`config.mk`:
```
export PLATFORM = sky130hd
export DESIGN_NAME = mem_stage_sramlike
export DESIGN_NICKNAME = d
export VERILOG_FILES = /design/src/rtl/mem_stage_sramlike.sv
export SDC_FILE = /design/constraint.sdc
export NUM_CORES = 1
export LEC_CHECK = 0
export ABC_AREA = 0
export CAP_MARGIN = 30
export CORE_MARGIN = 4
export CORE_UTILIZATION = 39
export DETAILED_ROUTE_END_ITERATION = 8
export PLACE_DENSITY = 0.77
export SYNTH_ARGS = -nofsm -noshare
export SYNTH_HDL_FRONTEND = slang
export SYNTH_SLANG_ARGS = --single-unit
```
`constraint.sdc`:
```
create_clock -name clk -period 3.16 [get_ports clk]
set_clock_uncertainty 0.2 [all_clocks]
set_input_delay 0.632 -clock clk [delete_from_list [all_inputs] [get_ports clk]]
set_output_delay 0.632 -clock clk [all_outputs]
set_load 0.02 [all_outputs]
```
`src/rtl/mem_stage_sramlike.sv`:
```
// MEM pipeline stage: issues one data access at a time over an SRAM-like
// req/addr_ok + data_ok handshake, aligns/extends loads, and drains flushed responses.
module mem_stage_sramlike #(
  parameter int DATA_W = 32,
  parameter int ADDR_W = 32,
  parameter int DEST_W = 5
) (
  input  logic                  clk,
  input  logic                  reset,
  input  logic                  ws_allowin,
  output logic                  ms_allowin,
  input  logic                  es_to_ms_valid,
  input  logic                  es_mem_en,
  input  logic                  es_mem_we,
  input  logic [1:0]            es_mem_size,
  input  logic                  es_ld_sign,
  input  logic [DATA_W-1:0]     es_alu_result,
  input  logic [DATA_W-1:0]     es_wdata,
  input  logic                  es_gr_we,
  input  logic [DEST_W-1:0]     es_dest,
  input  logic [31:0]           es_pc,
  input  logic                  flush,
  output logic                  ms_to_ws_valid,
  output logic                  ms_gr_we,
  output logic [DEST_W-1:0]     ms_dest,
  output logic [DATA_W-1:0]     ms_final_result,
  output logic [31:0]           ms_pc,
  output logic                  ms_fwd_we,
  output logic                  ms_fwd_ready,
  output logic                  data_sram_req,
  output logic                  data_sram_wr,
  output logic [1:0]            data_sram_size,
  output logic [DATA_W/8-1:0]   data_sram_wstrb,
  output logic [ADDR_W-1:0]     data_sram_addr,
  output logic [DATA_W-1:0]     data_sram_wdata,
  input  logic                  data_sram_addr_ok,
  input  logic                  data_sram_data_ok,
  input  logic [DATA_W-1:0]     data_sram_rdata
);
  localparam int STRB_W = DATA_W / 8;
  localparam int OFF_W  = $clog2(STRB_W);

  typedef enum logic [2:0] {S_IDLE, S_REQ, S_WAIT, S_DONE, S_DROP} state_t;
  state_t r_state, w_state_nxt;

  logic              r_valid;
  logic              r_mem_en, r_mem_we, r_ld_sign, r_gr_we;
  logic [1:0]        r_mem_size;
  logic [DATA_W-1:0] r_alu, r_wdata, r_ld_result;
  logic [DEST_W-1:0] r_dest;
  logic [31:0]       r_pc;

  logic              w_ready_go, w_latch, w_req, w_capture;
  logic [OFF_W-1:0]  w_off;
  logic [DATA_W-1:0] w_rsh, w_lmask, w_ltop, w_ld_ext, w_wdata;
  logic              w_lneg;
  logic [STRB_W-1:0] w_smask;

  assign w_ready_go = !r_mem_en || (r_state == S_DONE);
  assign ms_allowin = (r_state != S_DROP) && !flush && (!r_valid || (w_ready_go && ws_allowin));
  assign w_latch    = es_to_ms_valid && ms_allowin;
  assign w_req      = (r_state == S_REQ);

  always_comb begin
    w_state_nxt = r_state;
    w_capture   = 1'b0;
    case (r_state)
      S_IDLE: if (!flush && w_latch && es_mem_en) w_state_nxt = S_REQ;
      S_REQ: begin
        if (flush)                  w_state_nxt = data_sram_addr_ok ? S_DROP : S_IDLE;
        else if (data_sram_addr_ok) w_state_nxt = S_WAIT;
      end
      S_WAIT: begin
        if (data_sram_data_ok) begin
          w_state_nxt = flush ? S_IDLE : S_DONE;
          w_capture   = !flush;
        end else if (flush) begin
          w_state_nxt = S_DROP;
        end
      end
      S_DONE: begin
        if (flush)           w_state_nxt = S_IDLE;
        else if (ws_allowin) w_state_nxt = (w_latch && es_mem_en) ? S_REQ : S_IDLE;
      end
      S_DROP:  if (data_sram_data_ok) w_state_nxt = S_IDLE;
      default: w_state_nxt = S_IDLE;
    endcase
  end

  always_ff @(posedge clk) begin
    if (reset) begin
      r_state     <= S_IDLE;
      r_valid     <= 1'b0;
      r_mem_en    <= 1'b0;
      r_mem_we    <= 1'b0;
      r_mem_size  <= 2'd0;
      r_ld_sign   <= 1'b0;
      r_alu       <= '0;
      r_wdata     <= '0;
      r_gr_we     <= 1'b0;
      r_dest      <= '0;
      r_pc        <= '0;
      r_ld_result <= '0;
    end else begin
      r_state <= w_state_nxt;
      if (flush)           r_valid <= 1'b0;
      else if (ms_allowin) r_valid <= es_to_ms_valid;
      if (w_latch) begin
        r_mem_en   <= es_mem_en;
        r_mem_we   <= es_mem_we;
        r_mem_size <= es_mem_size;
        r_ld_sign  <= es_ld_sign;
        r_alu      <= es_alu_result;
        r_wdata    <= es_wdata;
        r_gr_we    <= es_gr_we;
        r_dest     <= es_dest;
        r_pc       <= es_pc;
      end
      if (w_capture) r_ld_result <= w_ld_ext;
    end
  end

  // Load path: the size mask's top bit doubles as the sign-bit selector, so any width works.
  assign w_off    = r_alu[OFF_W-1:0];
  assign w_rsh    = data_sram_rdata >> {w_off, 3'b000};
  assign w_lmask  = (DATA_W'(1) << (8 << r_mem_size)) - DATA_W'(1);
  assign w_ltop   = w_lmask ^ (w_lmask >> 1);
  assign w_lneg   = r_ld_sign && (|(w_rsh & w_ltop));
  assign w_ld_ext = (w_rsh & w_lmask) | (w_lneg ? ~w_lmask : '0);

  assign w_smask  = (STRB_W'(1) << (1 << r_mem_size)) - STRB_W'(1);

  always_comb begin
    w_wdata = '0;
    for (int i = 0; i < STRB_W; i++) begin
      case (r_mem_size)
        2'd0:    w_wdata[i*8 +: 8] = r_wdata[7:0];
        2'd1:    w_wdata[i*8 +: 8] = r_wdata[(i%2)*8 +: 8];
        2'd2:    w_wdata[i*8 +: 8] = r_wdata[(i%4)*8 +: 8];
        default: w_wdata[i*8 +: 8] = r_wdata[(i%8)*8 +: 8];
      endcase
    end
  end

  // Bus fields derive only from latched state, so they stay frozen until addr_ok.
  assign data_sram_req   = w_req;
  assign data_sram_wr    = w_req && r_mem_we;
  assign data_sram_size  = w_req ? r_mem_size : 2'd0;
  assign data_sram_addr  = w_req ? r_alu[ADDR_W-1:0] : '0;
  assign data_sram_wstrb = (w_req && r_mem_we) ? (w_smask << w_off) : '0;
  assign data_sram_wdata = (w_req && r_mem_we) ? w_wdata : '0;

  assign ms_to_ws_valid  = r_valid && w_ready_go;
  assign ms_gr_we        = r_gr_we;
  assign ms_dest         = r_dest;
  assign ms_pc           = r_pc;
  assign ms_final_result = (r_mem_en && !r_mem_we) ? r_ld_result : r_alu;
  assign ms_fwd_we       = r_valid && r_gr_we;
  assign ms_fwd_ready    = r_valid && w_ready_go;
endmodule

```
### Yosys cells after proc, flatten, opt, wreduce, memory -nomap -nowiden

Cells that the tools add are included.

* flip-flop bits (word level): 143
* latch bits: 0
* bits in writable memories: 0
* memory bits (read-only): 0
* word-level logic and storage cells: 83
* memories: 0

* add/sub/neg operators: 2
* multipliers: 0
* div/mod/pow operators: 0
* $lt $le $gt $ge: 0
* eq/ne operators: 11
* shift-type cells: 6
* mux-type cells: 23
* bitwise operators: 5
* reductions and logical operators: 24

Operators by type and width (count)
* $mux 32: 4
* $and 32x32->32: 2
* $not 32->32: 1
* $or 32x32->32: 1
* $reduce_or 32->1: 1
* $shl 1x2->32 const A: 1
* $shl 1x32->32 const A: 1
* $shl 1x32->4 const A: 1
* $shl 4x2->32 const A: 1
* $shr 32x5->32: 1
* $sub 32x2->32 const B: 1
* $xor 32x31->32: 1
* $mux 3: 9
* $mux 8: 2
* $pmux 8 s2: 1
* $pmux 3 s5: 1
* $logic_and 1x1->1: 12
* $ne 3x3->1 const B: 4
* $eq 3x2->1 const B: 2
* $reduce_and 5->1: 1
* $logic_not 1->1: 4
* $mux 2: 2
* $mux 4: 1
* $ne 2x2->1 const B: 2
* other kinds (10): 14

### Depth between registers and ports, before layout

* word-level depth: 11
* depth in mapped cells: 10
* depth with buffers taken out: 8

### Worst setup path after synthesis

No wires, ideal clock.

* path type: register to output
* start point: reg r_mem_size[1]
* end point: out data_sram_wstrb[3]
* arrival: 2518 ps
* required time: 2328 ps
* setup slack: -190 ps
* cell stages (with the launch flop): 9
* path buffers: 3
* cells stage by stage: dfxtp_1 > clkbuf_1 > clkbuf_1 > nand2b_1 > ha_1 > nor2b_1 > buf_1 > a211oi_1 > a211oi_1

* cells in the longest elaborated chain, start to end: 5

Ends and longest elaborated chain
* start: declaration: RTL line 48 `logic [1:0] r_mem_size;`
* start signal: assignment: RTL line 111 `r_mem_size <= es_mem_size;`
* $shl 1x2->32: RTL line 131 `assign w_smask = (STRB_W'(1) << (1 << r_mem_size)) - STRB_W'(1);`
* $shl 1x32->4: RTL line 131
* $sub 4x2->4: RTL line 131
* $shl 4x2->4: RTL line 150 `assign data_sram_wstrb = (w_req && r_mem_we) ? (w_smask << w_off) : '0;`
* $mux 4: RTL line 150
* end: declaration: RTL line 33 `output logic [DATA_W/8-1:0] data_sram_wstrb,`

No other way between the ends.

### Worst setup path in the final report

* start point: in ws_allowin
* end point: out ms_allowin

* cells in the longest elaborated chain, start to end: 3

Ends and longest elaborated chain
* start: declaration: RTL line 10 `input logic ws_allowin,`
* $logic_and 1x1->1: RTL line 60 `assign ms_allowin = (r_state != S_DROP) && !flush && (!r_valid || (w_ready_go && ws_allowin));`
* $logic_or 1x1->1: RTL line 60
* $logic_and 1x1->1: RTL line 60
* end: declaration: RTL line 11 `output logic ms_allowin,`

No other way between the ends.

==> key figures <==
Timing
  – Max transition margin: 57.58%
  – Slew Limit Fails: 0
  – Final setup fails: 0
  – WHS: 0.2513 ns
  – Total negative slack: 0 ns
  – Unrepaired setup endpoints after global routing: yes
  – Final Hold Viols: 0
  – Fin crit period: 3.085 ns
  – Worst-Margin Slew: 0.6363 ns
  – Maximum clock frequency: 324.2 MHz
  – Fin crit share: 97.63%

Global route
  – Total track usage: 23.19%
  – Largest net degree at the start of global routing: 84
  – Initial antenna violation count: 0
  – Global-route wire length before repair: 37,340 um
  – Vias in the first global route: 7,036
  – Gr ovfl total: 0

Synthesis
  – Synth unique cells: 44
  – Syn nets: 1,049
  – Simple-gate share of the synthesized area: 24.93%
  – Post-synth EDFFs: 0
  – Post-synth top area cell: dfxtp_1
  – Synth Area in Compound Gates: 17.81%
  – Mean post-synth cell area: 7.697 um^2
  – Multiplexer area fraction after synthesis: 9.940%
  – Ys async rst share: 0%
  – Post-Synth XOR/XNOR Area: 0.2526%
  – Main combinational cell family by area after synthesis: simple AND/OR/NAND/NOR gates
  – Register bit count reported by yosys: 143
  – Sequential fraction of the synthesis area: 41.28%
  – Synth area leaders: dfxtp_1, nand2_1, a21oi_1
  – Yosys warns: 0
  – Adder-Cell Fraction of Synth Area: 0.3608%
  – Most used DFF post-synth: dfxtp_1
  – Synth Cell Area: 6935 um^2
  – Synth Instances: 901
  – Synth top area share: 41.28%

Setup path
  – Setup crit end kind: output port
  – Worst EP arrival: 2.25 ns
  – Origin of the critical flop-to-flop path: r_mem_size[1]
  – Crit Path Class: input pin to output port
  – Setup crit start kind: input pin
  – Reg2Reg Capture Point: r_ld_result[26]
  – Worst-path fanout max: 3
  – Worst R2R Setup Slack: 0.79 ns
  – Critical Path RT: 2.33 ns
  – Worst reg2reg path depth: 9

Die
  – Die X: 141.4 um
  – Core Rows: 48
  – Core Footprint: 17,360 um^2
  – Die area: 19,980 um^2
  – Initial core utilization: 39.96%
  – Die Height: 141.4 um
  – Ports: 292

Detailed routing
  – DR pass1 iterations: 5
  – DR iter-0 viols: 349
  – WL final: 23,890 um
  – DR WL/cell: 17.03 um
  – Vias per cell: 5.130
  – DR DRC count: 0
  – Vias: 7,197
  – Antenna Violating Nets Remaining: 0

Power and ir drop
  – Pwr Density: 452.6 nW/um^2
  – Final Power: 4853 uW
  – Leakage power: 0.004080 uW
  – Peak supply drop: 380.5 uV

Hold path
  – Hold Path Depth: 2
  – Hold Crit Start: ms_pc[16]
  – Sink of the worst hold path: ms_pc[16]
  – Worst min path class: register to register

Finish
  – FF+latch area: 2865 um^2
  – Synthesis-to-finish area growth: 54.61%
  – Final Util: 61.78%
  – Filler cell count: 1,559
  – Final std cells w/o fill: 1,403
  – Final #Nets: 1,314
  – Share of layout cells above drive strength 1: 9.856%
  – Multi-input combinational cell area: 3732 um^2

Clock network
  – H-tree depth: 4
  – Worst skew pair latency: 0.41 ns
  – CTS Sinks: 143
  – Post CTS Setup Buffer Count: 0
  – Clock Tree Root: clkbuf_16
  – Clk pin slew, worst setup/hold paths: 0.06 ns
  – Max clock buf depth: 2
  – Clock buffer count from CTS: 17
  – CTS tree: built

Placement
  – Inst Count DP: 1,372
  – Post-DP HPWL: 17,180 um
  – Placer's final routability congestion estimate: 0.8197
  – Port Buffers: 291

Run status
  – Status: finished clean

Job
  – Max-cap violations: 0
==> power breakdown <==
group	switching (uW)	leakage, uW	internal [uW]	total [uW]
logic	385	0.00261	395	781
registers	53.5	0.00117	1870	1930
clock network	768	0.000308	1380	2140
total	1210	0.00408	3650	4850
==> through the flow <==
| stage | worst slack [ns] | instance area (um^2) |
|---|---|---|
| floorplan | 0.1176 | 6942 |
| global placement | 0.09335 | 10070 |
| detailed placement | 0.05876 | 10070 |
| CTS | 0.01336 | 10700 |
| global route | -0.01137 | 10720 |
| finish | 0.07502 | 10720 |
==> flip-flops by register name, indices dropped and copies added, names as in the netlist, 2 cells and up <==
signal and flops:
ms_pc 32, ms_dest 5, r_state 3, r_wdata 32
r_mem_size 2, r_ld_result 32, r_alu 32
==> per-layer routing <==
layer,up-vias,part of all wire [%],GRT usage [%],wire [um]
li1,3573,-,-,-
met1,3324,41,28.27,9809
met2,266,48,38.75,11430
met3,34,8.7,6.977,2070
met4,0,2.4,8.414,584
met5,-,0,0,0
==> cells in the final DEF, fill, tap and decap left out, types with 2 or more instances in the layout <==
cell type / instances
dfxtp_1: 141
clkbuf_8: 3
nand3_1: 2
nor2b_1: 12
inv_1: 5
buf_12: 2
nand2b_1: 6
clkinv_2: 3
clkbuf_16: 17
dfxtp_2: 2
and3_1: 10
a22o_1: 8
mux2i_1: 25
nand3b_1: 4
buf_4: 32
xor2_1: 2
nor3b_1: 3
nor2_1: 60
clkdlybuf4s50_1: 282
nor4_1: 2
a21oi_1: 148
and2_1: 35
nand2_1: 238
a311oi_1: 2
mux2_2: 39
a41oi_1: 2
nor3_1: 10
o21ai_0: 12
a211oi_1: 31
dlymetal6s2s_1: 6
bufinv_16: 4
nand4b_1: 2
==> synth_stat cells, types with 2 or more instances <==
| cell type | number |
|---|---|
| nand2_1 | 239 |
| a21oi_1 | 148 |
| dfxtp_1 | 143 |
| nor2_1 | 60 |
| clkbuf_1 | 47 |
| mux2_2 | 39 |
| and2_1 | 36 |
| a211oi_1 | 32 |
| mux2i_1 | 25 |
| buf_2 | 19 |
| nor2b_1 | 12 |
| o21ai_0 | 12 |
| and3_1 | 10 |
| nor3_1 | 10 |
| a22o_1 | 8 |
| nand2b_1 | 7 |
| buf_1 | 6 |
| inv_1 | 6 |
| buf_6 | 4 |
| nand3b_1 | 4 |
| nor3b_1 | 3 |
| a311oi_1 | 2 |
| a41oi_1 | 2 |
| buf_4 | 2 |
| ha_1 | 2 |
| nand3_1 | 2 |
| nand4b_1 | 2 |
| nor4_1 | 2 |
| xor2_1 | 2 |
==> worst max path at each step <==
stage	start	endpoint	slack [ns]	depth (start not counted)
6_report	ws_allowin	ms_allowin	0.08	4
5_1_grt	r_state[2]	data_sram_wdata[4]	-0.01	4
2_1_floorplan	r_mem_size[0]	data_sram_wstrb[3]	0.12	9
3_3_place_gp	ws_allowin	ms_allowin	0.09	4
4_1_cts	r_state[2]	data_sram_wstrb[1]	0.01	5
3_5_place_dp	ws_allowin	ms_allowin	0.06	4
==> repair_timing <==
| action | in CTS | in global routing |
|---|---|---|
| pin swaps | 0 | 0 |
| gates resized for setup | 3 | 10 |
| endpoints found under the setup margin | 2 | 14 |
| hold buffers | 0 | 0 |
==> layout make-up <==
type / count / share of cell area, %
Multi-Input combinational cell: 674 / 34.81
Clock inverter: 10 / 1.494
Tap cell: 225 / 2.625
Clock buffer: 20 / 4.352
Antenna cell: 1 / 0.02334
Sequential cell: 143 / 26.72
Inverter: 6 / 0.2100
Timing Repair Buffer: 324 / 29.77
==> cell families after synthesis <==
logic type / after synthesis
flops: 143
simple gates: 392
xor+xnor: 2
compound gates: 214
fa+ha+maj: 2
buf+inv: 84
mux: 64
==> worst max-delay path: stages <==
cell,delay [ns]
clkdlybuf4s50_1,0.55
nand2b_1,0.10
a311oi_2,0.30
clkdlybuf4s50_1,0.66
No activity file was read; power rests on OpenSTA's default activity.
